[config.mk]
export PLATFORM = sky130hd
export DESIGN_NAME = cla_seq_adder_flat
export DESIGN_NICKNAME = d
export VERILOG_FILES = /design/src/rtl/cla_seq_adder_if.sv /design/src/rtl/cla_seq_adder.sv /design/src/flat_wrapper.sv
export SDC_FILE = /design/constraint.sdc
export NUM_CORES = 1
export LEC_CHECK = 0
export BUFFER_PORTS_ARGS = -buffer_cell sky130_fd_sc_hd__buf_4
export CORE_MARGIN = 5
export CORE_UTILIZATION = 49
export CTS_CLUSTER_DIAMETER = 200
export DETAILED_ROUTE_END_ITERATION = 6
export MAX_ROUTING_LAYER = met4
export PLACE_DENSITY_LB_ADDON = 0.08
export SYNTH_ARGS = -nofsm -noshare
export SYNTH_HDL_FRONTEND = slang
export SYNTH_SLANG_ARGS = --single-unit
export TNS_END_PERCENT = 50
[constraint.sdc]
create_clock -name clk -period 2.55 [get_ports clk]
set_input_delay 0.51 -clock clk [delete_from_list [all_inputs] [get_ports clk]]
set_output_delay 0.51 -clock clk [all_outputs]
set_load 0.01 [all_outputs]
[src/rtl/cla_seq_adder_if.sv]
// Request/result bundle for cla_seq_adder: valid/ready request carrying the
// operands, valid/ready result carrying sum and carry-out, plus a busy flag.
interface cla_seq_adder_if #(
   parameter int WIDTH = 16
);
   logic             in_valid;
   logic             in_ready;
   logic [WIDTH-1:0] a;
   logic [WIDTH-1:0] b;
   logic             cin;
   logic             out_valid;
   logic             out_ready;
   logic [WIDTH-1:0] sum;
   logic             cout;
   logic             busy;

   modport master (
      output in_valid, a, b, cin, out_ready,
      input  in_ready, out_valid, sum, cout, busy
   );

   modport slave (
      input  in_valid, a, b, cin, out_ready,
      output in_ready, out_valid, sum, cout, busy
   );
endinterface

[src/rtl/cla_seq_adder.sv]
// Multi-cycle WIDTH-bit adder: one shared 4-bit carry look-ahead adder is
// applied to one nibble per cycle, LSB first, with the carry registered between passes.
module cla4 (
   input  logic [3:0] a,
   input  logic [3:0] b,
   input  logic       c0,
   output logic [3:0] s,
   output logic       cout
);
   logic [3:0] p;
   logic [3:0] g;
   logic [3:0] c;

   assign p = a ^ b;
   assign g = a & b;

   assign c[0] = c0;
   assign c[1] = g[0] | (p[0] & c0);
   assign c[2] = g[1] | (p[1] & g[0]) | (p[1] & p[0] & c0);
   assign c[3] = g[2] | (p[2] & g[1]) | (p[2] & p[1] & g[0]) | (p[2] & p[1] & p[0] & c0);
   assign cout = g[3] | (p[3] & g[2]) | (p[3] & p[2] & g[1]) | (p[3] & p[2] & p[1] & g[0])
               | (p[3] & p[2] & p[1] & p[0] & c0);
   assign s = p ^ c;
endmodule

module cla_seq_adder #(
   parameter int WIDTH = 16
) (
   input  logic           clk,
   input  logic           rst_n,
   cla_seq_adder_if.slave bus
);
   localparam int NIB = WIDTH / 4;
   localparam int CW  = $clog2(NIB);
   localparam logic [CW-1:0] LAST = CW'(NIB - 1);

   generate
      if ((WIDTH % 4) != 0 || WIDTH < 8) begin : g_bad_width
         $error("cla_seq_adder: WIDTH must be a multiple of 4 and at least 8");
      end
      if ($bits(bus.sum) != WIDTH) begin : g_bad_if_width
         $error("cla_seq_adder: interface WIDTH does not match module WIDTH");
      end
   endgenerate

   typedef enum logic [1:0] {
      IDLE,
      RUN,
      DONE
   } state_t;

   state_t           state_reg;
   state_t           state_next;
   logic [WIDTH-1:0] a_reg;
   logic [WIDTH-1:0] b_reg;
   logic [WIDTH-1:0] sum_reg;
   logic             carry_reg;
   logic             cout_reg;
   logic [CW-1:0]    cnt_reg;

   logic [CW+1:0]    nib_sel;
   logic [3:0]       cla_s;
   logic             cla_cout;
   logic             last_nib;

   // Bit offset of the current nibble is simply the counter times four.
   assign nib_sel  = {cnt_reg, 2'b00};
   assign last_nib = (cnt_reg == LAST);

   cla4 u_cla (
      .a    (a_reg[nib_sel +: 4]),
      .b    (b_reg[nib_sel +: 4]),
      .c0   (carry_reg),
      .s    (cla_s),
      .cout (cla_cout)
   );

   always_ff @(posedge clk or negedge rst_n) begin
      if (!rst_n) begin
         state_reg <= IDLE;
      end else begin
         state_reg <= state_next;
      end
   end

   always_comb begin
      state_next    = state_reg;
      bus.in_ready  = 1'b0;
      bus.out_valid = 1'b0;
      bus.busy      = 1'b0;
      case (state_reg)
         IDLE: begin
            bus.in_ready = 1'b1;
            if (bus.in_valid) begin
               state_next = RUN;
            end
         end
         RUN: begin
            bus.busy = 1'b1;
            if (last_nib) begin
               state_next = DONE;
            end
         end
         DONE: begin
            bus.busy      = 1'b1;
            bus.out_valid = 1'b1;
            if (bus.out_ready) begin
               state_next = IDLE;
            end
         end
         default: begin
            state_next = IDLE;
         end
      endcase
   end

   always_ff @(posedge clk or negedge rst_n) begin
      if (!rst_n) begin
         a_reg     <= '0;
         b_reg     <= '0;
         sum_reg   <= '0;
         carry_reg <= 1'b0;
         cout_reg  <= 1'b0;
         cnt_reg   <= '0;
      end else begin
         case (state_reg)
            IDLE: begin
               if (bus.in_valid) begin
                  a_reg     <= bus.a;
                  b_reg     <= bus.b;
                  carry_reg <= bus.cin;
                  cnt_reg   <= '0;
               end
            end
            RUN: begin
               sum_reg[nib_sel +: 4] <= cla_s;
               carry_reg             <= cla_cout;
               // Counter parks on the last nibble; it is reloaded on the next accept.
               if (last_nib) begin
                  cout_reg <= cla_cout;
               end else begin
                  cnt_reg <= cnt_reg + CW'(1);
               end
            end
            default: begin
            end
         endcase
      end
   end

   assign bus.sum  = sum_reg;
   assign bus.cout = cout_reg;
endmodule

[src/flat_wrapper.sv]
// flat-port wrapper written by rule: the top's interface ports become plain ports
module cla_seq_adder_flat 
#(
   parameter int WIDTH = 16
)
  (clk, rst_n, bus_in_valid, bus_a, bus_b, bus_cin, bus_out_ready, bus_in_ready, bus_out_valid, bus_sum, bus_cout, bus_busy);
  cla_seq_adder_if #(.WIDTH(WIDTH)) bus_i ();
  input  logic clk;
  input  logic rst_n;
  input wire logic [$bits(bus_i.in_valid)-1:0] bus_in_valid;
  input wire logic [$bits(bus_i.a)-1:0] bus_a;
  input wire logic [$bits(bus_i.b)-1:0] bus_b;
  input wire logic [$bits(bus_i.cin)-1:0] bus_cin;
  input wire logic [$bits(bus_i.out_ready)-1:0] bus_out_ready;
  output wire logic [$bits(bus_i.in_ready)-1:0] bus_in_ready;
  output wire logic [$bits(bus_i.out_valid)-1:0] bus_out_valid;
  output wire logic [$bits(bus_i.sum)-1:0] bus_sum;
  output wire logic [$bits(bus_i.cout)-1:0] bus_cout;
  output wire logic [$bits(bus_i.busy)-1:0] bus_busy;
  assign bus_i.in_valid = bus_in_valid;
  assign bus_i.a = bus_a;
  assign bus_i.b = bus_b;
  assign bus_i.cin = bus_cin;
  assign bus_i.out_ready = bus_out_ready;
  assign bus_in_ready = bus_i.in_ready;
  assign bus_out_valid = bus_i.out_valid;
  assign bus_sum = bus_i.sum;
  assign bus_cout = bus_i.cout;
  assign bus_busy = bus_i.busy;
  cla_seq_adder #(.WIDTH(WIDTH)) u_core (.clk(clk), .rst_n(rst_n), .bus(bus_i));
endmodule
* Yosys cells after proc, flatten, opt, wreduce, memory -nomap -nowiden
Index checks and enable logic that the tools add are counted.
** Storage, ports and cells
- Register bits after elaboration :: 54
- Input port bits :: 37
- Word-level logic and storage cells :: 70
** Cells by class
- $add $sub $neg :: 2
- Eq/ne operators :: 7
- Shifts and indexed selects :: 4
- Multiplexer cells :: 13
- Bitwise operators :: 29
- Reduce and logical (&&, ||, !) cells :: 8
** Operator list (count)
- variable part select 16 x 5 -> 4 bit :: 2
- bitwise AND 1 bit :: 16
- bitwise mux 16 bit :: 1
- variable shift 4 x 6 -> 16 bit, first input constant :: 1
- variable part select 4 x 6 -> 16 bit :: 1
- 2-to-1 mux 2 bit :: 5
- bitwise OR 1 bit :: 10
- XOR 4 bit :: 2
- != test 2 bit, second input constant :: 3
- negation 4 -> 6 bit :: 1
- one-hot mux 2 bit (3 select lines) :: 1
- AND reduction 2 bit :: 3
- AND reduction 3 bit :: 2
- bitwise AND 4 bit :: 1
- == test 2 bit, second input constant :: 2
- 2-to-1 mux 1 bit :: 4
- one-hot mux 2 bit (2 select lines) :: 1
- adder 2 x 1 -> 2 bit, second input constant :: 1
- == test 2 x 1 -> 1 bit, second input constant :: 1
- zero test 2 bit :: 1
- != test 2 x 1 -> 1 bit, second input constant :: 1
- one-hot mux 1 bit (2 select lines) :: 1
- nonzero test 2 bit :: 1
- OR reduction 2 bit :: 1

* Longest topological paths before layout
Gate-level depths: netlist (run 1).
- Depth after elaboration :: 9
- Depth in mapped cells :: 8
- Gate-level depth less buffers :: 6

* Cells and area by module
A second synthesis (run 1) with hierarchy kept.
** Second synthesis, totals
- Cells, all modules :: 187
- Area, all modules :: 2645.0 sq um
** By module, submodules not included
- cla_seq_adder :: times used 1, cells an instance 170, area an instance 2497.4 sq um
- cla4 :: times used 1, cells an instance 17, area an instance 147.6 sq um

* Least setup slack after synthesis (run 1)
OpenSTA, ideal clock, no wires.
- Path kind :: reg-to-reg
- Start :: register u_core.cnt_reg[0]
- End :: register u_core.cout_reg (netlist: u_core.bus.cout)
- Arrival time :: 2275 ps
- Required time :: 2416 ps
- Slack :: 142 ps
- Cell stages (with the launch flop) :: 9
- Buffers on the path :: 2
- Period minus slack after synthesis :: 2408 ps
- Path through :: dfrtp_1 buf_6 buf_8 mux4_1 ha_1 a21oi_1 a2bb2oi_2 nor3b_2 a21oi_1
** Between the ends
- Longest elaborated chain between the ends :: 7
** Ends and longest elaborated chain
- from (decl) :: line cla_seq_adder.sv:59 : logic [CW-1:0] cnt_reg;
- from (signal assigned) :: line cla_seq_adder.sv:142 : cnt_reg <= cnt_reg + CW'(1);
- variable part select 16 x 5 -> 4 bit, on equally long branches :: line cla_seq_adder.sv:71, cla_seq_adder.sv:72
- XOR 4 bit or bitwise AND 4 bit (tied branches) :: line cla_seq_adder.sv:14, cla_seq_adder.sv:15
- bitwise AND 1 bit, on equally long branches :: line cla_seq_adder.sv:21, cla_seq_adder.sv:22
- bitwise OR 1 bit (tied with other cells) (2 in a row) :: line cla_seq_adder.sv:21 : assign cout = g[3] | (p[3] & g[2]) | (p[3] & p[2] & g[1]) | (p[3] & p[2] & p[1] & g[0])
- bitwise OR 1 bit or bitwise AND 1 bit (tied branches) :: line cla_seq_adder.sv:21, cla_seq_adder.sv:22
- bitwise OR 1 bit :: line cla_seq_adder.sv:22 : | (p[3] & p[2] & p[1] & p[0] & c0);
- to (signal assigned) :: line cla_seq_adder.sv:140 : cout_reg <= cla_cout;
- to (decl) :: line cla_seq_adder.sv:58 : logic cout_reg;
Several ways; a longest one is shown, not always the timed one.
A chain may end at the register's enable or synchronous reset.

* Worst setup path after layout (run 1)
Ends and elaborated chain as after synthesis.

==> metrics, run 1 <==
initial DRC count 64; Syn Inst Count 190; vias in the first global route between 1500 and 2000; maximum fanout along the worst path 7; Fin. Hold Viols 0; fmax about 420 MHz; Post-synth EDFFs 0; layout cells sized above 1 50.20%; Worst-Skew Late Latency slightly below 0.3 ns; #FFs+latches synth 54; Tightest Pin Transition 0.6515 ns; GP Congestion 0.7951; register area 0.001353 mm^2; clock skew 0.003637 ns; largest area contributor in the netlist dfrtp_1; chip height 83.80 um; DIE WIDTH 83.80 um; Vias roughly 1700; crit path launch type register; final WL just under 5000 um; Required @ worst endpoint 2.72 ns; Core Footprint between 0.005 and 0.006 mm^2; Hold Path Class in2async; CTS H-tree depth 2; Crit-path slowest cell mux4_2; root buf cell clkbuf_8; DR vias/cell approximately 5.2; Final Non-Filler Cells 323; Syn Area/Cell ~14 um^2; FFs w/ async S/R, synth 100.0%; Critical Path AT 2.58 ns; Total Routing Usage GR approximately 15%; diode count 0; max-cap viol count 0; drt drc 0; PostCTS Resize Cnt 0; FP Rows 26; commonest non-fill, non-tap cells in the layout 63 x buf_4, 53 x dfrtp_1, 33 x mux2_2; Nets slightly above 300; Final Util 62.62%; CTS Buffer Depth 2; YS warnings 0; Slew HR 56.57%; Yosys cell types 42; # fillers 446; pwr dens ~1500 mW/mm^2; Final period util 94.49%; mapped cell area 0.002669 mm^2; WL per Instance roughly 15 um; CTS tree built; CP Cell Sequence buf_4, mux4_2, ha_1, a21o_1, a2bb2oi_2, nor3b_2, a21oi_1; setup bufs post-CTS 0; IO buf count 56; Final min period approximately 2.4 ns; Hold Buf Count CTS 0; first-pass GRT wire length 8562 um; main area contributors after synthesis dfrtp_1 51%, mux2_2 14%, ha_1 6.6%; VDD IR-drop max 0.8805 mV; initial core utilization about half; multi-input logic area about 0.0012 mm^2; initial antenna violation count 0; final setup vio count 0; Slew Viols, Final 0; pin count of the biggest net entering global routing 55; IO Pins 57; Pleak 1.522 nW; die area 0.007022 mm^2; post-route ant nets 0; crit end category register; setup tns final 0 ns; Worst path max stage delay 0.50 ns; Pre-antenna DRT Iters 4; commonest non-fill, non-tap cell in the layout buf_4; Crit Path Category reg2reg; sequential element share of the synthesized area 50.63%; status complete, no violations; RR Startpoint u_core.cnt_reg[0]; Inst Count DP 316; Most used DFF post-synth dfrtp_1; cts bufs inserted 5; Mapped Nets 242; RSZ-0062 raised after global routing false; clk sink count 54; critical path startpoint u_core.cnt_reg[0]; dpl hpwl 3806 um; area share of the largest cell type after synthesis ~50%; GR Overflow Total 0; Worst-path clk slew 0.09 ns; P&R area growth vs syn 22.13%
==> where the power goes <==
group / switching [mW] / total [mW] / leakage (nW) / internal, mW
Sequential: 0.247 / 1.49 / 0.668 / 1.25
Clock: 0.257 / 0.442 / 0.0438 / 0.185
Combinational: 1.39 / 2.87 / 0.810 / 1.48
==> Yosys cell counts (all sizes together), types with 2 or more instances <==
cell,instances
mux2,33
nor2b,2
dfrtp,54
a21oi,8
o21ai,8
o31ai,2
buf,6
ha,14
and4,2
a22o,12
nor2,4
a21o,2
nand2,11
nand3,2
mux4,8
inv,8
==> per-layer routing <==
layer / routed length [um] / share of wire (%) / GRT usage [%]
met3: 229 / 4.6 / 3.455
met2: 2428 / 49 / 24.51
met1: 2271 / 46 / 20.27
met4: 19 / 0.38 / 2.632
met5: 0 / 0 / -
==> final timing paths <==
check	cells after the start	endpoint	slack [ns]
max	7	u_core.bus.cout	0.14
min	1	u_core.bus.sum[0]	0.24
max reg2reg	7	u_core.bus.cout	0.14
min reg2reg	2	u_core.bus.sum[15]	0.50
max in group asynchronous	1	u_core.cnt_reg[0]	1.84
min in group clk	2	u_core.b_reg[5]	0.44
==> metrics by stage <==
| stage | worst slack (ns) | hold WS (ns) | power [mW] | instance area (um^2) |
|---|---|---|---|---|
| floorplan | 0.1418 | 0.2144 | 3.521 | 2669 |
| global placement | 0.1074 | 0.4797 | 4.379 | 3179 |
| detailed placement | 0.05729 | 0.4761 | 4.432 | 3179 |
| CTS | 0.01787 | 0.2682 | 4.882 | 3258 |
| global route | 0.005773 | 0.3040 | 5.195 | 3259 |
| finish | 0.1406 | 0.2449 | 4.807 | 3259 |
==> kinds of logic (layout without fill, tap and decap cells) <==
group | Yosys count | in the layout | share of synthesized area [%]
flops | 54 | 54 | 50.63
mux | 41 | 41 | 20.82
compound gates | 37 | 37 | 11.20
simple gates | 26 | 26 | 6.376
fa+ha+maj | 15 | 15 | 7.314
buf+inv | 15 | 78 | 3.000
xor+xnor | 2 | 2 | 0.6565
==> critical path: cells and delay by family (launching register included) <==
family	cells	cell delay [ns]
compound gates	3	0.50
mux	1	0.50
simple gates	1	0.28
fa+ha+maj	1	0.37
buf+inv	1	0.16
flops	1	0.48
==> cell type report <==
class                      instances  area share (%)
tap                               70           2.687
timing repair buffer              63           14.51
inverter                           8          0.9213
clock buffer                       5           2.111
multi-input combinational        121           37.97
sequential                        54           41.50
clock inverter                     2          0.3071
No activity file was read; power rests on OpenSTA's default activity.
==> run 2: changes to the inputs <==
--- a/config.mk
+++ b/config.mk
@@ -6,7 +6,7 @@
 export NUM_CORES = 1
 export LEC_CHECK = 0
 export BUFFER_PORTS_ARGS = -buffer_cell sky130_fd_sc_hd__buf_4
-export CORE_MARGIN = 5
+export CORE_MARGIN = 3
 export CORE_UTILIZATION = 49
 export CTS_CLUSTER_DIAMETER = 200
 export DETAILED_ROUTE_END_ITERATION = 6
==> metrics, run 2 (synthesized netlist as in run 1, its figures left out) <==
Final min period 2.354 ns; clock skew approximately 0.011 ns; Total Routing Usage GR ~17%; IO buf count 56; commonest non-fill, non-tap cell in the layout buf_4; met3 usage in global routing roughly 2.7%; Top Family by Delay on Critical Path multiplexers; first-pass GRT wire length 8086 um; met1 usage in global routing 22.52%; Hold Path Class in2async; max-cap viol count 0; Net Sw Frac 39.42%; Crit Path Category reg2reg; Worst-Skew Late Latency ~0.31 ns; RSZ-0062 raised after global routing false; P&R area growth vs syn 22.83%; Most Used Layer, Global Route met2; final WL between 4000 and 5000 um; hold slack 0.2274 ns; Critical Path AT 2.53 ns; VDD IR-drop max 0.6709 mV; CTS Buffer Depth 2; final setup vio count 0; fmax approximately 420 MHz; Final Util 63.38%; CP Buf/Inv Count 1; WL per Instance between 15 and 20 um; Required @ worst endpoint ~2.7 ns; layout cells sized above 1 between 50 and 60%; Tightest Pin Transition roughly 0.66 ns; Pre-antenna DRT Iters 4; Comb power frac between 50% and 60%; pin count of the biggest net entering global routing 55; status complete, no violations; GP Congestion between 0.7 and 0.8; Pleak 1.528 nW; Worst-path clk slew 0.10 ns; initial DRC count 73; FP Rows 26; setup tns final 0 ns; post-route ant nets 0; drt drc 0; CTS tree built; initial antenna violation count 0; crit path launch type register; overall power 4.822 mW; internal power 2.921 mW; Fin. Hold Viols 0; Core Footprint roughly 0.0052 mm^2; Vias 1750; cts bufs inserted 5; Final period util 92.29%; root buf cell clkbuf_8; IO Pins 57; Slew Viols, Final 0; GR Overflow Total 0; maximum fanout along the worst path 7; crit end category register; pwr dens 1471 mW/mm^2; net switching power 1.901 mW; Slew HR 56.23%; CP Cell Sequence buf_4, mux4_2, ha_1, a21o_1, a2bb2oi_2, nor3b_2, a21oi_1; Nets 304; Worst path max stage delay around 0.50 ns; clk sink count 54; commonest non-fill, non-tap cells in the layout 62 x buf_4, 53 x dfrtp_1, 33 x mux2_2; DIE WIDTH 79.80 um; diode count 0; die area 0.006368 mm^2; sequential power share 31.1%; CTS H-tree depth 2; clock power share 10.8%; vias in the first global route 1633; dpl hpwl 3848 um; global-route met2 utilization 27.05%; setup bufs post-CTS 0; Crit-path slowest cell mux4_2; chip height 79.80 um; DR vias/cell 5.418; initial core utilization 51.60%
## run 2: area by class of cell
class                      instances  area [um^2]
tap                               70        87.58
clock buffer                       7        96.34
clock inverter                     1        8.758
inverter                           8        30.03
timing repair buffer              62        465.4
multi-input combinational        121         1237
sequential                        54         1353
fill                             418         1894
## run 2: layer usage
| metal | wire, um | vias up |
|---|---|---|
| met5 | 0 | - |
| li1 | - | 825 |
| met3 | 201 | 7 |
| met4 | 80 | 0 |
| met1 | 2200 | 875 |
| met2 | 2481 | 43 |
## run 2: repair_timing
action,4_1_cts,5_1_grt
endpoints found under the setup margin,0,2
resized for setup,0,1
hold buffers,0,0
endpoints found under the hold margin,0,0
## run 2: worst paths after layout
kind                                   start                  to  slack [ns]  cells past startpoint
max                        u_core.cnt_reg[0]     u_core.bus.cout        0.20                      7
min                                    rst_n  u_core.bus.sum[10]        0.23                      1
min reg2reg                u_core.bus.sum[3]   u_core.bus.sum[3]        0.49                      2
max reg2reg                u_core.cnt_reg[0]     u_core.bus.cout        0.20                      7
min in group clk                    bus_a[0]     u_core.a_reg[0]        0.43                      2
max in group asynchronous              rst_n   u_core.cnt_reg[0]        1.85                      1
## run 2: power by group through the flow
stage | clock network, mW | registers (mW) | logic, mW
detailed placement | 0 | 1.52 | 2.83
finish | 0.523 | 1.50 | 2.80
CTS | 0.537 | 1.50 | 2.84
global route | 0.571 | 1.55 | 3.10
floorplan | 0 | 1.45 | 2.07
global placement | 0 | 1.52 | 2.79
## run 2: through the flow
| stage | cell area (um^2) | instances | worst slack (ns) |
|---|---|---|---|
| after floorplan | 2669 | 190 | 0.1418 |
| after global placement | 3172 | 315 | 0.2108 |
| after detailed placement | 3172 | 315 | 0.1515 |
| after CTS | 3277 | 323 | 0.1143 |
| after global routing | 3278 | 323 | 0.02821 |
| final | 3278 | 323 | 0.1965 |
## run 2: worst register-to-register path: cells and delay by family (launching register included)
kind	cells	cell delay [ns]
buf+inv	1	0.19
mux	1	0.50
fa+ha+maj	1	0.35
compound gates	3	0.50
simple gates	1	0.26
flops	1	0.43
==> run 3: changes to the inputs <==
--- a/config.mk
+++ b/config.mk
@@ -6,8 +6,10 @@
 export NUM_CORES = 1
 export LEC_CHECK = 0
 export BUFFER_PORTS_ARGS = -buffer_cell sky130_fd_sc_hd__buf_4
+export CELL_PAD_IN_SITES_DETAIL_PLACEMENT = 0
+export CELL_PAD_IN_SITES_GLOBAL_PLACEMENT = 1
 export CORE_MARGIN = 3
-export CORE_UTILIZATION = 49
+export CORE_UTILIZATION = 40
 export CTS_CLUSTER_DIAMETER = 200
 export DETAILED_ROUTE_END_ITERATION = 6
 export MAX_ROUTING_LAYER = met4
==> metrics, run 3 (synthesized netlist as in run 1, its figures left out) <==
cts bufs inserted 5; commonest non-fill, non-tap cells in the layout 64 x buf_4, 53 x dfrtp_1, 33 x mux2_2; Final Instance Area 0.003314 mm^2; die area a little under 0.008 mm^2; status complete, no violations; Hold Path Class in2async; Critical Path Stages 7; Pre-antenna DRT Iters 4; commonest non-fill, non-tap cell in the layout buf_4; pwr dens 1501 mW/mm^2; fmax 414.0 MHz; vias in the first global route ~1700; clock skew 0.009852 ns; maximum fanout along the worst path 3; clk sink count 54; first-pass GRT wire length 8514 um; Hold Buf Count CTS 0; CP Cell Sequence buf_4, mux4_1, ha_1, a21oi_1, a2bb2oi_2, nor3b_2, a21oi_1; Nets 306; Inst Count DP 321; root buf cell clkbuf_8; Worst path max stage delay around 0.64 ns; Final period util 94.72%; initial DRC count 80; final setup margin 0.1347 ns; Slew Viols, Final 0; Critical Path AT 2.61 ns; Fin. Hold Viols 0; P&R area growth vs syn 24.19%; initial core utilization 41.55%; Slew HR about 54%; IO buf count 56; CTS tree built; VDD IR-drop max between 0.7 and 0.8 mV; dpl hpwl 3854 um; CTS H-tree depth 2; IO Pins 57; Worst R2R Path Depth 7; initial antenna violation count 0; Core Footprint between 0.006 and 0.007 mm^2; Pleak 1.543 nW; GP Congestion 0.7763; diode count 0; final setup vio count 0; pin count of the biggest net entering global routing 55; final WL 5257 um; post-route ant nets 0; CP Buf/Inv Count 1; WL per Instance 15.83 um; Tightest Pin Transition ~0.69 ns; Crit Path Category reg2reg; Final min period 2.415 ns; Critical Path Most Common Cell a21oi_1; DIE WIDTH about 88 um; setup tns final 0 ns; Total Routing Usage GR 14.70%; Required @ worst endpoint 2.75 ns; Final Non-Filler Cells between 300 and 400; crit end category register; DR vias/cell 5.142; crit path launch type register; Top Family by Delay on Critical Path multiplexers; Worst-path clk slew about 0.10 ns; drt drc 0; Crit-path slowest cell mux4_1; placed cell area 0.003173 mm^2; GR Overflow Total 0; CTS Buffer Depth 2; overall power 4.976 mW; pre-CTS setup slack 0.01324 ns; Vias 1707; RSZ-0062 raised after global routing false; chip height between 80 and 90 um; Worst-Skew Late Latency 0.31 ns; FP Rows 29; layout cells sized above 1 roughly 51%; max-cap viol count 0
-- run 3: changes by cell type in the layout (fill, tap and decap cells not counted), sizes merged --
cell / change
clkbuf: -2
bufinv: +1
inv: +1
buf: +2
-- run 3: worst paths after layout --
check	start	to	slack, ns
max	u_core.cnt_reg[0]	u_core.bus.cout	0.13
min	rst_n	u_core.bus.sum[5]	0.22
max reg2reg	u_core.cnt_reg[0]	u_core.bus.cout	0.13
min reg2reg	u_core.bus.sum[3]	u_core.bus.sum[3]	0.50
max in group asynchronous	rst_n	u_core.cnt_reg[0]	1.82
min in group clk	bus_b[14]	u_core.b_reg[14]	0.43
-- run 3: metal layers --
layer | vias up | global-route usage, % | part of all wire [%]
li1 | 826 | - | -
met1 | 832 | 20.78 | 49
met2 | 43 | 21.71 | 46
met3 | 6 | 2.916 | 4.1
met4 | 0 | 3.766 | 1.0
met5 | - | - | 0
-- run 3: cell type report --
class | count | area, um^2
timing repair buffer | 64 | 480.5
clock inverter | 3 | 43.79
tap | 77 | 96.34
inverter | 8 | 30.03
fill | 592 | 3108
multi-input combinational | 121 | 1242
clock buffer | 5 | 68.82
sequential | 54 | 1353
-- run 3: worst reg2reg max path: stages, from the launching register on --
cell,delay [ns]
dfrtp_2,0.39
buf_4,0.12
mux4_1,0.64
ha_1,0.37
a21oi_1,0.18
a2bb2oi_2,0.24
nor3b_2,0.27
a21oi_1,0.10
-- run 3: through the flow --
stage                     hold WS, ns  util, %
after CTS                      0.2554    51.16
after detailed placement       0.4776    49.41
final                          0.2226    51.61
after floorplan                0.2144        -
after global routing           0.2842    51.61
after global placement         0.4803    49.41
-- run 3: repair_timing --
action	4_1_cts	5_1_grt
resized for setup	0	2
endpoints found under the hold margin	0	0
endpoints found under the setup margin	0	10
setup buffers	0	3
-- run 3: where the power goes --
part,switching [mW],internal [mW],total [mW]
Combinational,1.46,1.44,2.91
Sequential,0.237,1.25,1.48
Clock,0.292,0.295,0.587
